File: src/rtl/pattern_det_pkg.sv
// Shared definitions for the programmable serial pattern detector.
//   B, C      : the two symbol values of the legacy single-bit detector
//   DEF_PAT   : legacy 5-symbol pattern B,C,C,B,C (position 0 = oldest, in bit 0)
//   DEF_MASK  : compare every position of the legacy pattern
//   ovl_mode_e: overlapping (OVL) / non-overlapping (NOVL) detection
package pattern_det_pkg;

  localparam logic B = 1'b0;
  localparam logic C = 1'b1;

  localparam int         DEF_PAT_LEN = 5;
  localparam logic [4:0] DEF_PAT     = {C, B, C, C, B};
  localparam logic [4:0] DEF_MASK    = 5'b11111;

  typedef enum logic {
    NOVL = 1'b0,
    OVL  = 1'b1
  } ovl_mode_e;

endpackage

File: src/rtl/pd_window_cmp.sv
// Combinational masked compare of a PAT_LEN-symbol window against a pattern.
//   window : PAT_LEN*SYM_W  candidate symbols, position k at [k*SYM_W +: SYM_W]
//   pat    : PAT_LEN*SYM_W  reference pattern, same layout
//   mask   : PAT_LEN        1 = position compared, 0 = don't care
//   hit    : 1              every compared position matches (all-zero mask -> 1)
module pd_window_cmp #(
  parameter int SYM_W   = 1,
  parameter int PAT_LEN = 5
) (
  input  logic [PAT_LEN*SYM_W-1:0] window,
  input  logic [PAT_LEN*SYM_W-1:0] pat,
  input  logic [PAT_LEN-1:0]       mask,
  output logic                     hit
);

  always_comb begin
    // NOTE: default assignment first so every path drives hit; no latch.
    hit = 1'b1;
    for (int k = 0; k < PAT_LEN; k++) begin
      if (mask[k] && (window[k*SYM_W +: SYM_W] != pat[k*SYM_W +: SYM_W])) begin
        hit = 1'b0;
      end
    end
  end

endmodule

File: src/rtl/pattern_detector_p.sv
// Programmable serial pattern detector.
// Compares the last PAT_LEN accepted symbols against a runtime-loadable,
// per-position-maskable pattern; emits a registered one-cycle match pulse and
// keeps a saturating match count.
//   clk_i       : clock, rising edge
//   rst_i       : asynchronous active-high reset
//   valid_i     : d_i carries a symbol this cycle
//   d_i         : input symbol (SYM_W bits)
//   cfg_we_i    : load cfg_pat_i / cfg_mask_i / cfg_ovl_i (drops this cycle's symbol)
//   cfg_pat_i   : new pattern, position 0 = oldest symbol
//   cfg_mask_i  : new per-position compare enable
//   cfg_ovl_i   : new mode, 1 = overlapping
//   cnt_clr_i   : clear match counter (wins over a same-cycle hit)
//   pattern_o   : one-cycle match pulse
//   match_cnt_o : saturating match count
module pattern_detector_p
  import pattern_det_pkg::*;
#(
  parameter int                         SYM_W    = 1,
  parameter int                         PAT_LEN  = 5,
  parameter int                         CNT_W    = 8,
  parameter logic [PAT_LEN*SYM_W-1:0]   RST_PAT  = DEF_PAT,
  parameter logic [PAT_LEN-1:0]         RST_MASK = '1,
  parameter logic                       RST_OVL  = 1'b1
) (
  input  logic                     clk_i,
  input  logic                     rst_i,
  input  logic                     valid_i,
  input  logic [SYM_W-1:0]         d_i,
  input  logic                     cfg_we_i,
  input  logic [PAT_LEN*SYM_W-1:0] cfg_pat_i,
  input  logic [PAT_LEN-1:0]       cfg_mask_i,
  input  logic                     cfg_ovl_i,
  input  logic                     cnt_clr_i,
  output logic                     pattern_o,
  output logic [CNT_W-1:0]         match_cnt_o
);

  localparam int                HIST_W    = (PAT_LEN - 1) * SYM_W;
  localparam int                FILL_W    = $clog2(PAT_LEN);
  localparam logic [FILL_W-1:0] FILL_FULL = FILL_W'(PAT_LEN - 1);

  logic [HIST_W-1:0]        hist;
  logic [FILL_W-1:0]        fill;
  logic [PAT_LEN*SYM_W-1:0] pat;
  logic [PAT_LEN-1:0]       mask;
  ovl_mode_e                ovl;

  logic [PAT_LEN*SYM_W-1:0] window;
  logic                     win_hit;
  logic                     accept;
  logic                     hit;

  // Newest symbol sits at the top position, oldest history symbol at position 0.
  assign window = {d_i, hist};
  assign accept = valid_i && !cfg_we_i;
  assign hit    = accept && (fill == FILL_FULL) && win_hit;

  pd_window_cmp #(
    .SYM_W  (SYM_W),
    .PAT_LEN(PAT_LEN)
  ) u_cmp (
    .window(window),
    .pat   (pat),
    .mask  (mask),
    .hit   (win_hit)
  );

  // NOTE: sequential state uses non-blocking assignments only, so every
  // register samples pre-edge values regardless of statement order.
  always_ff @(posedge clk_i or posedge rst_i) begin
    if (rst_i) begin
      pat       <= RST_PAT;
      mask      <= RST_MASK;
      ovl       <= ovl_mode_e'(RST_OVL);
      // NOTE: the history is a small shift register, not a RAM, so it is reset
      // along with the rest of the state; fill=0 already hides stale content.
      hist      <= '0;
      fill      <= '0;
      pattern_o <= 1'b0;
    end else if (cfg_we_i) begin
      // Configuration wins over valid_i: symbol dropped, partial match discarded.
      pat       <= cfg_pat_i;
      mask      <= cfg_mask_i;
      ovl       <= ovl_mode_e'(cfg_ovl_i);
      fill      <= '0;
      pattern_o <= 1'b0;
    end else if (valid_i) begin
      hist      <= window[PAT_LEN*SYM_W-1:SYM_W];
      pattern_o <= hit;
      if (hit) begin
        // Non-overlapping mode needs PAT_LEN fresh symbols before the next hit.
        if (ovl == NOVL) fill <= '0;
      end else if (fill != FILL_FULL) begin
        fill <= fill + FILL_W'(1);
      end
    end else begin
      // Bubble: history and fill hold, so idle cycles are invisible to matching.
      pattern_o <= 1'b0;
    end
  end

  always_ff @(posedge clk_i or posedge rst_i) begin
    if (rst_i) begin
      match_cnt_o <= '0;
    end else if (cnt_clr_i) begin
      match_cnt_o <= '0;
    end else if (hit && (match_cnt_o != {CNT_W{1'b1}})) begin
      match_cnt_o <= match_cnt_o + CNT_W'(1);
    end
  end

endmodule
File: config.mk
export PLATFORM = sky130hd
export DESIGN_NAME = pattern_detector_p
export DESIGN_NICKNAME = d
export VERILOG_FILES = /design/src/rtl/pattern_det_pkg.sv /design/src/rtl/pd_window_cmp.sv /design/src/rtl/pattern_detector_p.sv
export SDC_FILE = /design/constraint.sdc
export NUM_CORES = 1
export LEC_CHECK = 0
export CORE_ASPECT_RATIO = 0.6
export CORE_MARGIN = 8
export CORE_UTILIZATION = 39
export DETAILED_ROUTE_END_ITERATION = 6
export PLACE_DENSITY = 0.71
export SYNTH_ARGS = -nofsm -noshare
export SYNTH_HDL_FRONTEND = slang
export SYNTH_HIERARCHICAL = 1
export SYNTH_SLANG_ARGS = --single-unit
File: constraint.sdc
create_clock -name clk_i -period 1.8 [get_ports clk_i]
set_input_delay 0.27 -clock clk_i [delete_from_list [all_inputs] [get_ports clk_i]]
set_output_delay 0.27 -clock clk_i [all_outputs]
set_load 0.01 [all_outputs]
# Word level (Yosys, flattened, before mapping)
# Index checks and enable logic that the tools add are counted.
[word_totals]
ff_bits = 27
out_inout_bits = 9
word_cells = 48
[op_classes]
mux = 14
bitwise = 1
reduce_logical = 15
add_sub_neg = 2
n_eq_ne = 9
[ops]
columns = ["cell", "count"]
rows = [
  ["two-way mux 8 bit", 2],
  ["two-way mux 3 bit", 5],
  ["logical AND 1 bit", 9],
  ["adder 8 x 1 -> 8 bit (second input constant)", 1],
  ["inequality test 8 bit (second input constant)", 1],
  ["two-way mux 1 bit", 7],
  ["inequality test 3 bit (second input constant)", 2],
  ["inequality test 1 bit", 5],
  ["nonzero test 2 bit", 2],
  ["adder 3 x 1 -> 3 bit (second input constant)", 1],
  ["equality test 3 bit (second input constant)", 1],
  ["AND reduction 3 bit", 1],
  ["nonzero test 3 bit", 1],
  ["AND reduction 2 bit", 1],
  ["logical NOT 1 bit", 1],
  ["inverter 1 bit", 1],
]

# Depth between registers and ports, before layout
# Gate-level depths: netlist (run 1).
[logic_depth]
ltp_word = 11
ltp_mapped = 7
depth_no_buf = 7

# By module
# Netlist (run 1), hierarchy kept.
[by_module_without_submodules]
columns = ["mod", "instances", "seq_area_each_um2", "cells_each", "area_each_um2"]
rows = [
  ["pattern_detector_p", 1, 686.9, 101, 1258.7],
  ["pd_window_cmp", 1, 0.0, 9, 67.6],
]

# Worst setup path after synthesis (run 1)
# Ideal clock, no wire load.
[synth_timing]
path_kind = "register to register"
from = "register pat[3]"
to = "register match_cnt_o[7]"
path_stages_with_launch = 8
setup_slack_ps = -98
arrival_time_ps = 1787
setup_time_ps = 111
n_path_buf = 0
path_cell_list = "dfrtp_1 xor2_1 a222oi_1 and3_1 nand4_4 nor3_4 nor2_1 a2111oi_2"
[synth_via]
elab_chain_cells = 7
[synth_lines]
columns = ["item", "line_no", "source"]
rows = [
  ["start, declared", "pattern_detector_p.sv:45", "logic [PAT_LEN*SYM_W-1:0] pat;"],
  ["start signal, assigned", "pattern_detector_p.sv:83", "pat <= cfg_pat_i;"],
  ["inequality test 1 bit", "pd_window_cmp.sv:20", "if (mask[k] && (window[k*SYM_W +: SYM_W] != pat[k*SYM_W +: SYM_W])) begin"],
  ["logical AND 1 bit", "pd_window_cmp.sv:20", ""],
  ["two-way mux 1 bit (2 in series)", "pd_window_cmp.sv:20", ""],
  ["via win_hit", "pattern_detector_p.sv:50", "logic win_hit;"],
  ["logical AND 1 bit", "pattern_detector_p.sv:57", "assign hit = accept && (fill == FILL_FULL) && win_hit;"],
  ["logical AND 1 bit", "pattern_detector_p.sv:108", "end else if (hit && (match_cnt_o != {CNT_W{1'b1}})) begin"],
  ["nonzero test 2 bit (no line)", "-", ""],
  ["end signal, assigned", "pattern_detector_p.sv:109", "match_cnt_o <= match_cnt_o + CNT_W'(1);"],
  ["end, declared", "pattern_detector_p.sv:36", "output logic [CNT_W-1:0] match_cnt_o"],
]
# The timed path passes the listed nets, and every way through them passes these cells.
# A chain may end at the register's enable or synchronous reset.

# Worst setup path in the final report (run 1)
[layout_timing]
from = "register pat[3]"
to = "register match_cnt_o[6]"
# The elaborated chain is that of the path after synthesis.

==> out/metrics.cfg, run 1 <==
[timing]
min_period_over_period_pct=107
period_needed_ns=1.92
hold_ws_ns=0.352
slew_viol_final=0
worst_pin_slew_ns=0.337
hold_viol=0
grt_setup_unrepaired=true
setup_tns_ns=-0.465
setup_viol=7
finalClockSkew_ns=0.00217
fin_ws_ns=-0.122
slew-limit-headroom_pct=77.5
fmax_mhz=520

[floorplan]
die_area_um2=5580
num_rows=16
start_util_pct=40.6
core_um2=3260
die_width_um=91.3
die-height_um=61.2
pin_count=26

[global_routing]
track_usage_pct=10.7
grt_max_degree=28
grt_pass1_wl_mm=4.83
overflow=0
grt_pass1_vias=1006
antenna_found_initial=0

[logic_synthesis]
yosysSeqAreaShare_pct=51.8
synth_ff_type=dfrtp_1
ys_types=33
syn_area_um2=1330
synth_edf_count=0
synth_area_leader_cell=dfrtp_1
synth.ff_latch_count=27
synth_xor_area_share_pct=3.96
yosys-top-cells-count=dfrtp_1 (18), mux2_2 (15), dfstp_2 (9), nor2_1 (9), nand2_1 (8)
synthTopCellsByArea=dfrtp_1 (34%), dfstp_2 (18%), mux2_2 (13%)
avgSynthCellArea_um2=12.1
yosysWarnings=6
synth_cells=110
synth_compound_area_share_pct=9.34
async_flop_share_pct=100
synth_top_family_by_area=simple AND/OR/NAND/NOR gates
synth_most_common_cell=dfrtp_1
synthAdderAreaFrac_pct=2.83
yosys.area.top_type_share_pct=34.0
syn_nets=130
synth_mux_area_share_pct=13.5
synthSimpleGateAreaFrac_pct=16.3

[clock_network]
htree_levels=1
clock_path_buffers=2
cts_tree=done
cts_hold_buf=0
numCtsBuffers=3
clk_pin_slew_ns=0.09
clock_latency_ns=0.27
cts-root-buf=clkbuf_8
cts_sinks=27

[setup_path]
critPathKind=flip-flop to flip-flop
critPathRequiredTime_ns=1.95
timing.critical_path.slowest_stage_cell=dfrtp_1
slowest_delay_ns=0.41
start_kind=flip-flop
critical_path.startpoint=pat[3]$_DFFE_PP0P_
path_cells=xor2_1 > a222oi_1 > and3_4 > inv_2 > nor3_4 > nor4bb_2 > nor3_1
worstReg2RegStart=pat[3]$_DFFE_PP0P_
worstPathArrival_ns=2.07
worst-path-max-fanout=4
endpoint_kind=flip-flop
crit_buf_inv=1
critPathTopFamily=simple AND/OR/NAND/NOR gates

[power_and_ir_drop]
p_sw_share_pct=26.4
clkPwrFrac_pct=25.3
power_frac_seq_pct=54.8
powerDensity_nw_per_um2=775
p_int_w=0.000985
p_leak_nw=0.730
ir_worst_vdd_mv=0.410
p_switching_w=0.000354
power_frac_comb_pct=19.9

[finish]
diodes=0
instances_no_fill=187
nNetsFinal=163
areaGrowthSynthToFinish_pct=30.3
final_core_util_pct=53.0
regArea_um2=687
nFillCells=282
multi_input_area_um2=629
drive_above_1_share_pct=31.0

[drt]
drtIter0Drc=35
drt_pass1_iterations=4
vias_per_cell=5.25
finalWirelength_mm=2.85
antenna_left=0
drcViolationCount=0
wl_per_cell_um=15.2
vias=981

[status]
violations=negative setup slack
outcome=finished, violations left

[placed_design]
hpwl_mm=2.26
portBuffers=25
gp_congestion=0.760
placed_cells_incl_taps=182

[worst_hold_path]
hp-class=input pin to async pin

[flow_run]
maxCapViolations=0

placed cells by master (no fill, tap or decap), types with 3 or more instances in the layout:
cell type and count:
inv_1 3, ha_1 3, dfrtp_1 18, nand3_1 4
mux2_2 15, clkbuf_8 3, buf_4 6, nor2_1 8
xor2_1 6, a21oi_1 3, clkdlybuf4s50_1 25, a31oi_1 3
nand2_1 8, dfstp_2 9
state kept, by name, indices dropped and copies added (netlist names):
register     flops
pat              5
fill             3
ovl              1
pattern_o        1
mask             5
match_cnt_o      8
hist             4
logic make-up (layout without fill, tap and decap cells):
family / count (synthesis) / count (layout)
buffers and inverters: 7 / 39
AO/OA/AOI/OAI: 17 / 17
AND/OR/NAND/NOR: 34 / 34
flip-flops: 27 / 27
adder cells (fa/ha/maj): 3 / 3
XOR/XNOR: 6 / 6
multiplexers: 16 / 16
layout make-up:
| cell class | count | share of cell area, % |
|---|---|---|
| timing repair buffer | 31 | 17.1 |
| sequential | 27 | 39.8 |
| inverter | 4 | 0.869 |
| clock buffer | 4 | 2.61 |
| tap | 45 | 3.26 |
| multi-input combinational | 76 | 36.4 |
per-stage QoR:
stage                     instance area [µm²]  setup WS, ns  power (W)
after floorplan                          1330        0.0413   0.000892
after global placement                   1660        -0.120   0.000979
after detailed placement                 1660        -0.217   0.000993
after CTS                                1720        -0.138    0.00135
after global routing                     1730        -0.215    0.00140
final                                    1730        -0.122    0.00134
repair_timing:
action,4_1_cts,5_1_grt
gates resized for setup,5,3
pin swaps,2,5
setup endpoints to repair,7,11
setup buffers,0,1
layer usage:
metal	vias to the layer above	global-route usage, %	share of wire (%)
met3	5	3.04	3.8
li1	465	-	-
met2	17	18.2	49
met4	0	2.77	0.81
met1	494	13.4	47
met5	-	0	0
tightest hold or removal path, stage by stage:
cell and delay [ns]:
clkdlybuf4s50_1 0.40, inv_1 0.05, buf_4 0.31
path summary, 6_finish.rpt:
check / cells after the start / endpoint / slack (ns)
min: 3 / match_cnt_o[5]$_DFFE_PP0P_ / 0.35
min reg2reg: 1 / pat[0]$_DFFE_PP0P_ / 0.55
max: 7 / match_cnt_o[6]$_DFFE_PP0P_ / -0.12
max reg2reg: 7 / match_cnt_o[6]$_DFFE_PP0P_ / -0.12
max in group asynchronous: 3 / mask[0]$_DFFE_PP1P_ / 1.15
min in group clk_i: 1 / pat[0]$_DFFE_PP0P_ / 0.55
power groups by stage:
stage	clock network, W	registers, W	logic [W]
2_1_floorplan	0	0.000730	0.000162
3_3_place_gp	0	0.000740	0.000239
3_5_place_dp	0	0.000745	0.000248
4_1_cts	0.000354	0.000734	0.000258
5_1_grt	0.000376	0.000742	0.000287
6_report	0.000339	0.000733	0.000267
Power figures use the tool's default switching activity.
==> run 2: changes to the inputs <==
GPL_TIMING_DRIVEN = 0   (was default)
REMOVE_ABC_BUFFERS = 1   (was default)
==> out/metrics.cfg, run 2 (same netlist as run 1, synthesis figures left out) <==
[status]
outcome=finished, violations left
violations=negative setup slack

[finish]
final_cell_mix=clkdlybuf4s50_1 (24), dfrtp_1 (18), mux2_2 (15)
areaGrowthSynthToFinish_pct=30.1
nFillCells=274
largest_reg_flops=8
nNetsFinal=160
diodes=0
top_register=match_cnt_o
drive_above_1_share_pct=30.9
final_common_cell=clkdlybuf4s50_1
final_core_util_pct=52.9
largestRegisters=match_cnt_o: 8 flops, mask: 5 flops, pat: 5 flops

[floorplan]
start_util_pct=40.6
num_rows=16
die_width_um=91.3
pin_count=26
core_um2=3260
die-height_um=61.2
die_area_um2=5580

[clock_network]
cts_hold_buf=0
clock_latency_ns=0.27
numCtsBuffers=3
clock_path_buffers=2
cts-root-buf=clkbuf_8
htree_levels=1
cts_tree=done
cts_sinks=27
clk_pin_slew_ns=0.08

[setup_path]
slowest_delay_ns=0.41
timing.critical_path.slowest_stage_cell=dfrtp_1
critPathRequiredTime_ns=1.94
critPathTopFamily=simple AND/OR/NAND/NOR gates
worst-path-max-fanout=3
worstPathArrival_ns=2.07
endpoint_kind=flip-flop
critPathKind=flip-flop to flip-flop
start_kind=flip-flop
path_cells=xor2_1 > a222oi_1 > and3_4 > nand4_4 > nor3_4 > buf_6 > and3_2 > nor3_1
crit_buf_inv=1

[global_routing]
antenna_found_initial=0
grt_pass1_vias=983
grt.busiest_layer=met2
overflow=0
track_usage_pct=9.74
grt_pass1_wl_mm=4.36
grt_max_degree=28
gr-usage-met1_pct=11.2
met2_usage_pct=16.4
gr-usage-met3_pct=4.38

[timing]
hold_viol=0
slew_viol_final=0
min_period_over_period_pct=107
period_needed_ns=1.93
setup_viol=6
worst_pin_slew_ns=0.960
fmax_mhz=518
fin_ws_ns=-0.129
finalClockSkew_ns=0.00168
slew-limit-headroom_pct=35.9
grt_setup_unrepaired=true

[placed_design]
hpwl_mm=1.90
portBuffers=25
gp_congestion=0.812

[drt]
antenna_left=0
vias=934
drcViolationCount=0
finalWirelength_mm=2.62
drtIter0Drc=20
vias_per_cell=5.08
wl_per_cell_um=14.2
drt_pass1_iterations=4

[power_and_ir_drop]
p_leak_nw=0.735
power_w=0.00130
powerDensity_nw_per_um2=756
ir_worst_vdd_mv=0.426

[flow_run]
maxCapViolations=0

[worst_hold_path]
hp-class=input pin to async pin

## run 2: report_power, final
group          internal, W  switching [W]  total (W)
Clock             0.000158       0.000174   0.000332
Combinational     0.000131       0.000111   0.000242
Sequential        0.000684      0.0000472   0.000731
Total             0.000973       0.000332    0.00130
## run 2: per-layer routing
layer / part of all wire, % / routed length [µm] / vias up
met1: 46 / 1210 / 447
met3: 6.0 / 157 / 4
li1: - / - / 455
met4: 0.80 / 21 / 0
met2: 47 / 1230 / 28
met5: 0 / 0 / -
## run 2: worst reg2reg max path: stages (launching register included)
cell and delay (ns):
dfrtp_1 0.41, xor2_1 0.16, a222oi_1 0.33, and3_4 0.28, nand4_4 0.12, nor3_4 0.17
buf_6 0.13, and3_2 0.16, nor3_1 0.04
## run 2: final timing paths
kind,from,to,slack [ns],cells after the start
worst max-delay path,pat[3]$_DFFE_PP0P_,match_cnt_o[5]$_DFFE_PP0P_,-0.13,8
worst min-delay path,rst_i,pat[0]$_DFFE_PP0P_,0.51,2
worst max register to register,pat[3]$_DFFE_PP0P_,match_cnt_o[5]$_DFFE_PP0P_,-0.13,8
worst min register to register,hist[0]$_DFFE_PP0N_,hist[0]$_DFFE_PP0N_,0.54,1
max in group asynchronous,rst_i,match_cnt_o[2]$_DFFE_PP0P_,0.70,2
min in group clk_i,hist[0]$_DFFE_PP0N_,hist[0]$_DFFE_PP0N_,0.54,1
## run 2: area by class of cell
class,instances,area (µm²),area share [%]
Tap cell,45,56.3,3.26
Timing Repair Buffer,28,279,16.2
Multi-Input combinational cell,76,643,37.3
Inverter,4,15.0,0.870
Sequential cell,27,687,39.8
Clock buffer,4,45.0,2.61
## run 2: repair_timing
| action | in CTS | in global routing |
|---|---|---|
| setup buffers | 2 | 1 |
| resized for setup | 7 | 6 |
| endpoints found under the setup margin | 14 | 11 |
| hold endpoints to repair | 0 | 0 |
| pin swaps | 7 | 6 |
## run 2: through the flow
step / setup slack (ns) / hold slack [ns] / instance area, µm² / TNS (ns) / instances
global placement: -0.499 / 0.518 / 1620 / -4.07 / 177
floorplan: -0.0979 / 0.316 / 1310 / -0.0979 / 107
global route: -0.196 / 0.565 / 1730 / -1.13 / 184
finish: -0.129 / 0.514 / 1730 / -0.366 / 184
CTS: -0.116 / 0.550 / 1700 / -0.594 / 183
detailed placement: -0.573 / 0.518 / 1620 / -4.85 / 177
